[src/rtl/fg_pkg.sv]
// Shared definitions for the FG sweep generator: waveform mode codes, noise LFSR
// constants and helpers used by the top level and the wave shaper.
package fg_pkg;

    localparam logic [2:0] FG_MODE_CONST  = 3'd0;
    localparam logic [2:0] FG_MODE_SAW    = 3'd1;
    localparam logic [2:0] FG_MODE_TRI    = 3'd2;
    localparam logic [2:0] FG_MODE_SQUARE = 3'd3;
    localparam logic [2:0] FG_MODE_NOISE  = 3'd4;

    typedef logic [2:0] fg_mode_t;

    localparam int unsigned FG_LFSR_W    = 16;
    localparam logic [15:0] FG_LFSR_SEED = 16'hACE1;
    // x^16+x^14+x^13+x^11+1 in right-shifting form: feedback from bits 0, 2, 3, 5
    localparam logic [15:0] FG_LFSR_TAPS = 16'h002D;

    function automatic logic [15:0] fg_lfsr_next(input logic [15:0] state);
        return {^(state & FG_LFSR_TAPS), state[15:1]};
    endfunction

    function automatic int fg_saturate(input int value, input int unsigned width);
        int max_v;
        int min_v;
        max_v = (1 << (width - 1)) - 1;
        min_v = -(1 << (width - 1));
        if (value > max_v) begin
            return max_v;
        end
        if (value < min_v) begin
            return min_v;
        end
        return value;
    endfunction

endpackage

[src/rtl/fg_wave_shaper.sv]
// Combinational wave shaper: maps the phase MSBs, noise bits, duty threshold and
// mode to an unsigned raw wave sample.
module fg_wave_shaper
    import fg_pkg::*;
#(
    parameter int unsigned OUT_W = 8
) (
    input  fg_mode_t         mode_i,
    input  logic [OUT_W:0]   phase_top_i,
    input  logic [OUT_W-1:0] noise_i,
    input  logic [OUT_W-1:0] duty_i,
    output logic [OUT_W-1:0] wave_o
);

    logic [OUT_W-1:0] w_saw;
    logic [OUT_W-1:0] w_tri;
    logic [OUT_W-1:0] w_sq;

    // phase_top_i carries the OUT_W+1 most significant phase bits
    assign w_saw = phase_top_i[OUT_W:1];
    assign w_tri = phase_top_i[OUT_W] ? ~phase_top_i[OUT_W-1:0] : phase_top_i[OUT_W-1:0];
    assign w_sq  = (w_saw < duty_i) ? {OUT_W{1'b1}} : {OUT_W{1'b0}};

    always_comb begin
        wave_o = '0;
        case (mode_i)
            FG_MODE_SAW:    wave_o = w_saw;
            FG_MODE_TRI:    wave_o = w_tri;
            FG_MODE_SQUARE: wave_o = w_sq;
            FG_MODE_NOISE:  wave_o = noise_i;
            default:        wave_o = '0;
        endcase
    end

endmodule

[src/rtl/fg_sweep_generator.sv]
// Phase-accumulator function generator with shadowed configuration applied at period
// wrap, linear frequency sweep, prescaler and a saturating gain/offset output stage.
module fg_sweep_generator
    import fg_pkg::*;
#(
    parameter int unsigned OUT_W   = 8,
    parameter int unsigned PHASE_W = 16,
    parameter int unsigned PSC_W   = 8
) (
    input  logic               clk_i,
    input  logic               rst_i,
    input  logic               enable_i,
    input  logic               cfg_valid_i,
    output logic               cfg_ready_o,
    input  logic [2:0]         cfg_mode_i,
    input  logic [PSC_W-1:0]   cfg_psc_i,
    input  logic [PHASE_W-1:0] cfg_start_i,
    input  logic [PHASE_W-1:0] cfg_stop_i,
    input  logic [PHASE_W-1:0] cfg_inc_i,
    input  logic [OUT_W-1:0]   cfg_duty_i,
    input  logic [OUT_W-1:0]   cfg_amp_i,
    input  logic [OUT_W-1:0]   cfg_offset_i,
    output logic [OUT_W-1:0]   out_o,
    output logic               out_valid_o,
    output logic               sweep_done_o
);

    // Shadow configuration, loaded on accept
    logic               r_pending;
    fg_mode_t           r_sh_mode;
    logic [PSC_W-1:0]   r_sh_psc;
    logic [PHASE_W-1:0] r_sh_start;
    logic [PHASE_W-1:0] r_sh_stop;
    logic [PHASE_W-1:0] r_sh_inc;
    logic [OUT_W-1:0]   r_sh_duty;
    logic [OUT_W-1:0]   r_sh_amp;
    logic [OUT_W-1:0]   r_sh_offset;

    // Active configuration
    fg_mode_t           r_mode;
    logic [PSC_W-1:0]   r_psc;
    logic [PHASE_W-1:0] r_start;
    logic [PHASE_W-1:0] r_stop;
    logic [PHASE_W-1:0] r_inc;
    logic [OUT_W-1:0]   r_duty;
    logic [OUT_W-1:0]   r_amp;
    logic [OUT_W-1:0]   r_offset;

    logic [PSC_W-1:0]     r_psc_cnt;
    logic [PHASE_W-1:0]   r_phase;
    logic [PHASE_W-1:0]   r_step;
    logic [FG_LFSR_W-1:0] r_lfsr;
    logic                 r_tick_d;
    logic [OUT_W-1:0]     r_out;
    logic                 r_out_valid;
    logic                 r_done;

    logic               w_accept;
    logic               w_tick;
    logic [PHASE_W:0]   w_phase_sum;
    logic               w_wrap;
    logic               w_apply;
    logic [PHASE_W:0]   w_step_inc;
    logic [PHASE_W-1:0] w_step_swept;

    assign w_accept    = cfg_valid_i & ~r_pending;
    assign w_tick      = enable_i & (r_psc_cnt == r_psc);
    assign w_phase_sum = {1'b0, r_phase} + {1'b0, r_step};
    assign w_wrap      = w_tick & w_phase_sum[PHASE_W];
    // While disabled a pending config goes live at once; while running only at a wrap
    assign w_apply     = r_pending & (~enable_i | w_wrap);
    assign w_step_inc  = {1'b0, r_step} + {1'b0, r_inc};
    assign w_step_swept = (w_step_inc > {1'b0, r_stop}) ? r_stop : w_step_inc[PHASE_W-1:0];

    // Output stage, evaluated the cycle after a tick on the updated phase
    logic [OUT_W-1:0]          w_wave;
    logic signed [OUT_W-1:0]   w_ws;
    logic signed [2*OUT_W:0]   w_ws_ext;
    logic signed [2*OUT_W:0]   w_amp_ext;
    logic signed [2*OUT_W:0]   w_prod;
    logic signed [2*OUT_W:0]   w_sc;
    logic                      w_is_const;
    int                        w_sum;
    int                        w_sat;

    fg_wave_shaper #(
        .OUT_W (OUT_W)
    ) u_wave_shaper (
        .mode_i      (r_mode),
        .phase_top_i (r_phase[PHASE_W-1 -: OUT_W+1]),
        .noise_i     (r_lfsr[OUT_W-1:0]),
        .duty_i      (r_duty),
        .wave_o      (w_wave)
    );

    // Subtracting half scale from an unsigned value is an MSB flip in two's complement
    assign w_ws       = {~w_wave[OUT_W-1], w_wave[OUT_W-2:0]};
    assign w_ws_ext   = {{(OUT_W+1){w_ws[OUT_W-1]}}, w_ws};
    assign w_amp_ext  = {{(OUT_W+1){1'b0}}, r_amp};
    assign w_prod     = w_ws_ext * w_amp_ext;
    assign w_sc       = w_prod >>> OUT_W;
    assign w_is_const = (r_mode == FG_MODE_CONST) || (r_mode > FG_MODE_NOISE);
    assign w_sum      = w_is_const ? int'($signed(r_offset))
                                   : int'(w_sc) + int'($signed(r_offset));
    assign w_sat      = fg_saturate(w_sum, OUT_W);

    always_ff @(posedge clk_i) begin
        if (rst_i) begin
            r_pending   <= 1'b0;
            r_sh_mode   <= FG_MODE_CONST;
            r_sh_psc    <= '0;
            r_sh_start  <= '0;
            r_sh_stop   <= '0;
            r_sh_inc    <= '0;
            r_sh_duty   <= '0;
            r_sh_amp    <= '0;
            r_sh_offset <= '0;
            r_mode      <= FG_MODE_CONST;
            r_psc       <= '0;
            r_start     <= '0;
            r_stop      <= '0;
            r_inc       <= '0;
            r_duty      <= '0;
            r_amp       <= '0;
            r_offset    <= '0;
            r_psc_cnt   <= '0;
            r_phase     <= '0;
            r_step      <= '0;
            r_lfsr      <= FG_LFSR_SEED;
            r_tick_d    <= 1'b0;
            r_out       <= '0;
            r_out_valid <= 1'b0;
            r_done      <= 1'b0;
        end else begin
            r_done      <= 1'b0;
            r_tick_d    <= w_tick;
            r_out_valid <= r_tick_d;
            if (r_tick_d) begin
                r_out <= OUT_W'(w_sat);
            end

            if (w_accept) begin
                r_pending   <= 1'b1;
                r_sh_mode   <= cfg_mode_i;
                r_sh_psc    <= cfg_psc_i;
                r_sh_start  <= cfg_start_i;
                r_sh_stop   <= cfg_stop_i;
                r_sh_inc    <= cfg_inc_i;
                r_sh_duty   <= cfg_duty_i;
                r_sh_amp    <= cfg_amp_i;
                r_sh_offset <= cfg_offset_i;
            end

            if (w_tick) begin
                r_phase <= w_phase_sum[PHASE_W-1:0];
                r_lfsr  <= fg_lfsr_next(r_lfsr);
            end

            if (w_apply) begin
                // Apply replaces this wrap's sweep update; phase keeps its wrapped value
                r_pending <= 1'b0;
                r_mode    <= r_sh_mode;
                r_psc     <= r_sh_psc;
                r_start   <= r_sh_start;
                r_stop    <= r_sh_stop;
                r_inc     <= r_sh_inc;
                r_duty    <= r_sh_duty;
                r_amp     <= r_sh_amp;
                r_offset  <= r_sh_offset;
                r_step    <= r_sh_start;
                r_psc_cnt <= '0;
            end else begin
                if (enable_i) begin
                    r_psc_cnt <= w_tick ? '0 : r_psc_cnt + PSC_W'(1);
                end
                if (w_wrap && (r_inc != '0)) begin
                    if (r_step >= r_stop) begin
                        r_step <= r_start;
                        r_done <= 1'b1;
                    end else begin
                        r_step <= w_step_swept;
                    end
                end
            end
        end
    end

    assign cfg_ready_o  = ~r_pending;
    assign out_o        = r_out;
    assign out_valid_o  = r_out_valid;
    assign sweep_done_o = r_done;

endmodule
[config.mk]
export PLATFORM = sky130hd
export DESIGN_NAME = fg_sweep_generator
export DESIGN_NICKNAME = d
export VERILOG_FILES = /design/src/rtl/fg_pkg.sv /design/src/rtl/fg_wave_shaper.sv /design/src/rtl/fg_sweep_generator.sv
export SDC_FILE = /design/constraint.sdc
export NUM_CORES = 1
export LEC_CHECK = 0
export CAP_MARGIN = 25
export CORE_ASPECT_RATIO = 0.9
export CORE_MARGIN = 10
export CORE_UTILIZATION = 54
export CTS_BUF_LIST = sky130_fd_sc_hd__clkbuf_16
export CTS_CLUSTER_DIAMETER = 150
export DETAILED_ROUTE_END_ITERATION = 8
export PLACE_DENSITY_LB_ADDON = 0.15
export SLEW_MARGIN = 20
export SYNTH_ARGS = -nofsm -noshare
export SYNTH_HDL_FRONTEND = slang
export SYNTH_SLANG_ARGS = --single-unit
[constraint.sdc]
create_clock -name clk_i -period 7.35 [get_ports clk_i]
set_input_delay 1.47 -clock clk_i [delete_from_list [all_inputs] [get_ports clk_i]]
set_output_delay 1.47 -clock clk_i [all_outputs]
set_load 0.005 [all_outputs]
==> flow_metrics.py <==
metrics = {
    "run_status": {
        "status": "completed",
    },
    "clock_network": {
        "cts_buffer_depth": 3,
        "clkSlewWorstSetupHoldPaths_ns": 0.06,
        "cts_made_buffers": 25,
        "root_buffer": "clkbuf_16",
        "htreeDepth": 1,
        "tritoncts": "built",
        "clock_latency_ns": 0.53,
        "clkSinkCount": 234,
    },
    "min_path": {
        "hold_path_class": "reg2reg",
    },
    "global_routing": {
        "grt_max_degree": 99,
        "grt_pass1_wl_um": 59660,
        "track_usage_pct": 21.96,
        "grt-ovfl-total": 0,
        "grt_pass1_vias": 11940,
        "antenna_found_initial": 0,
    },
    "sta": {
        "tightest_slew_ns": 1.022,
        "finalHoldViolCount": 0,
        "slew_headroom_pct": 31.85,
        "finClkSkew_ns": 0.02383,
        "period_share_pct": 96.57,
        "max_freq_mhz": 140.9,
        "slew_violations": 0,
        "setup-tns-final_ns": 0,
        "holdWs_ns": 0.4501,
        "setup_viol": 0,
        "period_needed_ns": 7.098,
    },
    "floorplanning": {
        "core_um2": 25260,
        "dieHeight_um": 172.2,
        "rows": 55,
        "ios": 98,
        "start_util_pct": 55.01,
        "die_x_um": 189.1,
        "die-area_um2": 32550,
    },
    "logic_synthesis": {
        "synth.area.top_cells": "dfxtp_1, nand2_1, ha_1",
        "syn_area_um2": 13890,
        "synth_mux_area_share_pct": 1.324,
        "yosys.area.top_type": "dfxtp_1",
        "synthSimpleGateAreaFrac_pct": 18.52,
        "synth_fa_ha_area_share_pct": 16.55,
        "synth.avg_cell_area_um2": 7.985,
        "synthFlopType": "dfxtp_1",
        "yosysWarningCount": 0,
        "yosysTopAreaCellShare_pct": 33.72,
        "synthXorXnorAreaFrac_pct": 3.845,
        "synth_edf_count": 0,
        "synthMostInstantiatedCell": "nand2_1",
        "async_reset_ff_share_pct": 0,
        "ys_seq_elements": 234,
        "yosysUniqueCellTypes": 64,
        "synth_nets": 1988,
        "yosys-top-cells-count": "nand2_1, dfxtp_1, a21oi_1, ha_1, inv_1",
        "synth_top_family_by_area": "compound AO/OA/AOI/OAI gates",
        "syn_inst": 1740,
        "ys_seq_area_share_pct": 33.72,
        "synth_compound_area_share_pct": 20.87,
    },
    "worst_setup_path": {
        "worstSetupEndpointType": "flop",
        "cp_max_fo": 16,
        "cp.required_ns": 7.74,
        "slowest_stage": "fa_1",
        "reg2reg_depth": 30,
        "r2r_setup_slack_ns": 0.25,
        "cp-start-kind": "flop",
        "endpoint": "out_o[2]",
        "setup.worst_path.start": "r_duty[1]",
        "critPathKind": "reg2reg",
        "r2r_start": "r_duty[1]",
        "cpPeakStageDelay_ns": 0.52,
        "arrival_ns": 7.49,
        "reg2reg_to": "out_o[2]",
    },
    "drt": {
        "first_pass_iters": 5,
        "via_count": 12220,
        "drtIter0Drc": 932,
        "via_per_inst": 5.646,
        "routedWlPerCell_um": 16.84,
        "antenna_left": 0,
        "routed_wirelength_um": 36450,
        "remaining_drc_errors": 0,
    },
    "place": {
        "place.gp.congestion": 0.9428,
        "io_buffers": 97,
        "placed_cells": 2113,
        "dp_hpwl_um": 25920,
    },
    "power_and_ir_drop": {
        "switching_power_uw": 841.1,
        "combPwrFrac_pct": 15.6,
        "seqPwrFrac_pct": 44.3,
        "power_frac_clock_pct": 40.1,
        "irDropWorstVdd_v": 0.0001704,
        "swShare_pct": 27.22,
        "p_leak_uw": 0.006470,
        "powerDensity_nw_per_um2": 190.8,
        "power.internal_uw": 2249,
    },
    "final_layout": {
        "nNetsFinal": 2055,
        "stdcell_count": 2164,
        "fin_util_pct": 64.14,
        "syn_to_final_growth_pct": 16.59,
        "diodes": 0,
        "drive_gt1_share_pct": 6.257,
        "fillers": 2239,
    },
    "flow_run": {
        "cap_viol_max_count": 0,
    },
}
[stage by stage]
step / area, um^2 / total power [uW] / setup slack, ns
after global placement: 15130 / 1844 / 0.1617
after detailed placement: 15130 / 1853 / -0.08623
after CTS: 15930 / 3089 / 0.005017
after floorplan: 13890 / 1704 / 0.1573
final: 16200 / 3090 / 0.2518
after global routing: 16200 / 3224 / -0.05269
[flip-flops by register name (all words and copies together) (netlist names), 8 cells and up]
signal       flops
r_offset         8
r_stop          16
out_o            8
r_sh_stop       16
r_lfsr          16
r_phase         16
r_start         16
r_step          16
r_sh_psc         8
r_amp            8
r_sh_start      16
r_inc           16
r_sh_inc        16
r_sh_offset      8
r_psc            8
r_psc_cnt        8
r_sh_duty        8
r_sh_amp         8
r_duty           8
[cell families after synthesis]
logic type / count (synthesis)
and+or+nand+nor: 620
AOI/OAI and AO/OA: 465
DFF: 234
buffers and inverters: 181
adders and majority gates: 161
xor gates and xnor gates: 61
muxes: 18
[power by group through the flow]
| stage | Clock [uW] | Combinational [uW] | Sequential (uW) |
|---|---|---|---|
| 2_1_floorplan | 0 | 327 | 1380 |
| 3_3_place_gp | 0 | 450 | 1390 |
| 3_5_place_dp | 0 | 457 | 1400 |
| 4_1_cts | 1260 | 460 | 1370 |
| 5_1_grt | 1310 | 536 | 1380 |
| 6_report | 1240 | 483 | 1370 |
[worst max-delay path: cells and delay by family, from the launching register on]
kind            cells  cell delay [ns]
simple gates        1             0.26
flops               1             0.33
buf+inv             4             0.59
xor+xnor            2             0.29
fa+ha+maj           7             2.84
compound gates     16             2.67
[what timing repair did]
action                                  CTS  global route
hold buffers                              0             0
endpoints found under the setup margin    7             8
pin swaps                                 1            17
gates cloned                              0             3
buffers inserted                          1             4
gates resized for setup                   2            58
[worst min path at each step]
stage	startpoint	to	slack (ns)	cells past startpoint
2_1_floorplan	r_start[2]	r_start[2]	0.43	2
3_3_place_gp	r_start[2]	r_start[2]	0.44	2
3_5_place_dp	r_start[2]	r_start[2]	0.45	2
4_1_cts	r_lfsr[12]	r_lfsr[12]	0.45	2
5_1_grt	r_sh_duty[2]	r_sh_duty[2]	0.47	2
6_report	r_start[2]	r_start[2]	0.45	2
[layout make-up]
type                            count  area, um^2  area share [%]
Inverter                           92       345.3           2.132
Clock inverter                     17       167.7           1.035
Tap cell                          342       427.9           2.642
Multi-Input combinational cell   1325        8697           53.69
Clock buffer                       25       625.6           3.862
Timing Repair Buffer              129        1249           7.709
Sequential cell                   234        4686           28.93
[layer usage]
metal / up-vias / GRT usage (%) / routed length, um / part of all wire (%)
li1: 6085 / - / - / -
met4: 0 / 7.825 / 1273 / 3.5
met3: 73 / 3.202 / 1730 / 4.7
met5: - / 0 / 0 / 0
met1: 5750 / 27.67 / 16200 / 44
met2: 311 / 37.69 / 17250 / 47
[layout by cell type (no fill, tap or decap), types with 18 or more instances in the layout]
cell             netlist  routed
nand2_1              442     440
dfxtp_1              234     233
a21oi_1              229     223
ha_1                 123     121
clkdlybuf4s50_1        0      96
inv_1                 92      93
nor2_1                71      71
o21ai_0               52      47
xnor2_1               41      39
fa_1                  38      38
a21boi_0              46      28
clkbuf_16              0      26
buf_4                  1      26
o211ai_1              22      22
xor2_1                20      19
a21o_1                18      18
(Power assumes the default switching activity.)
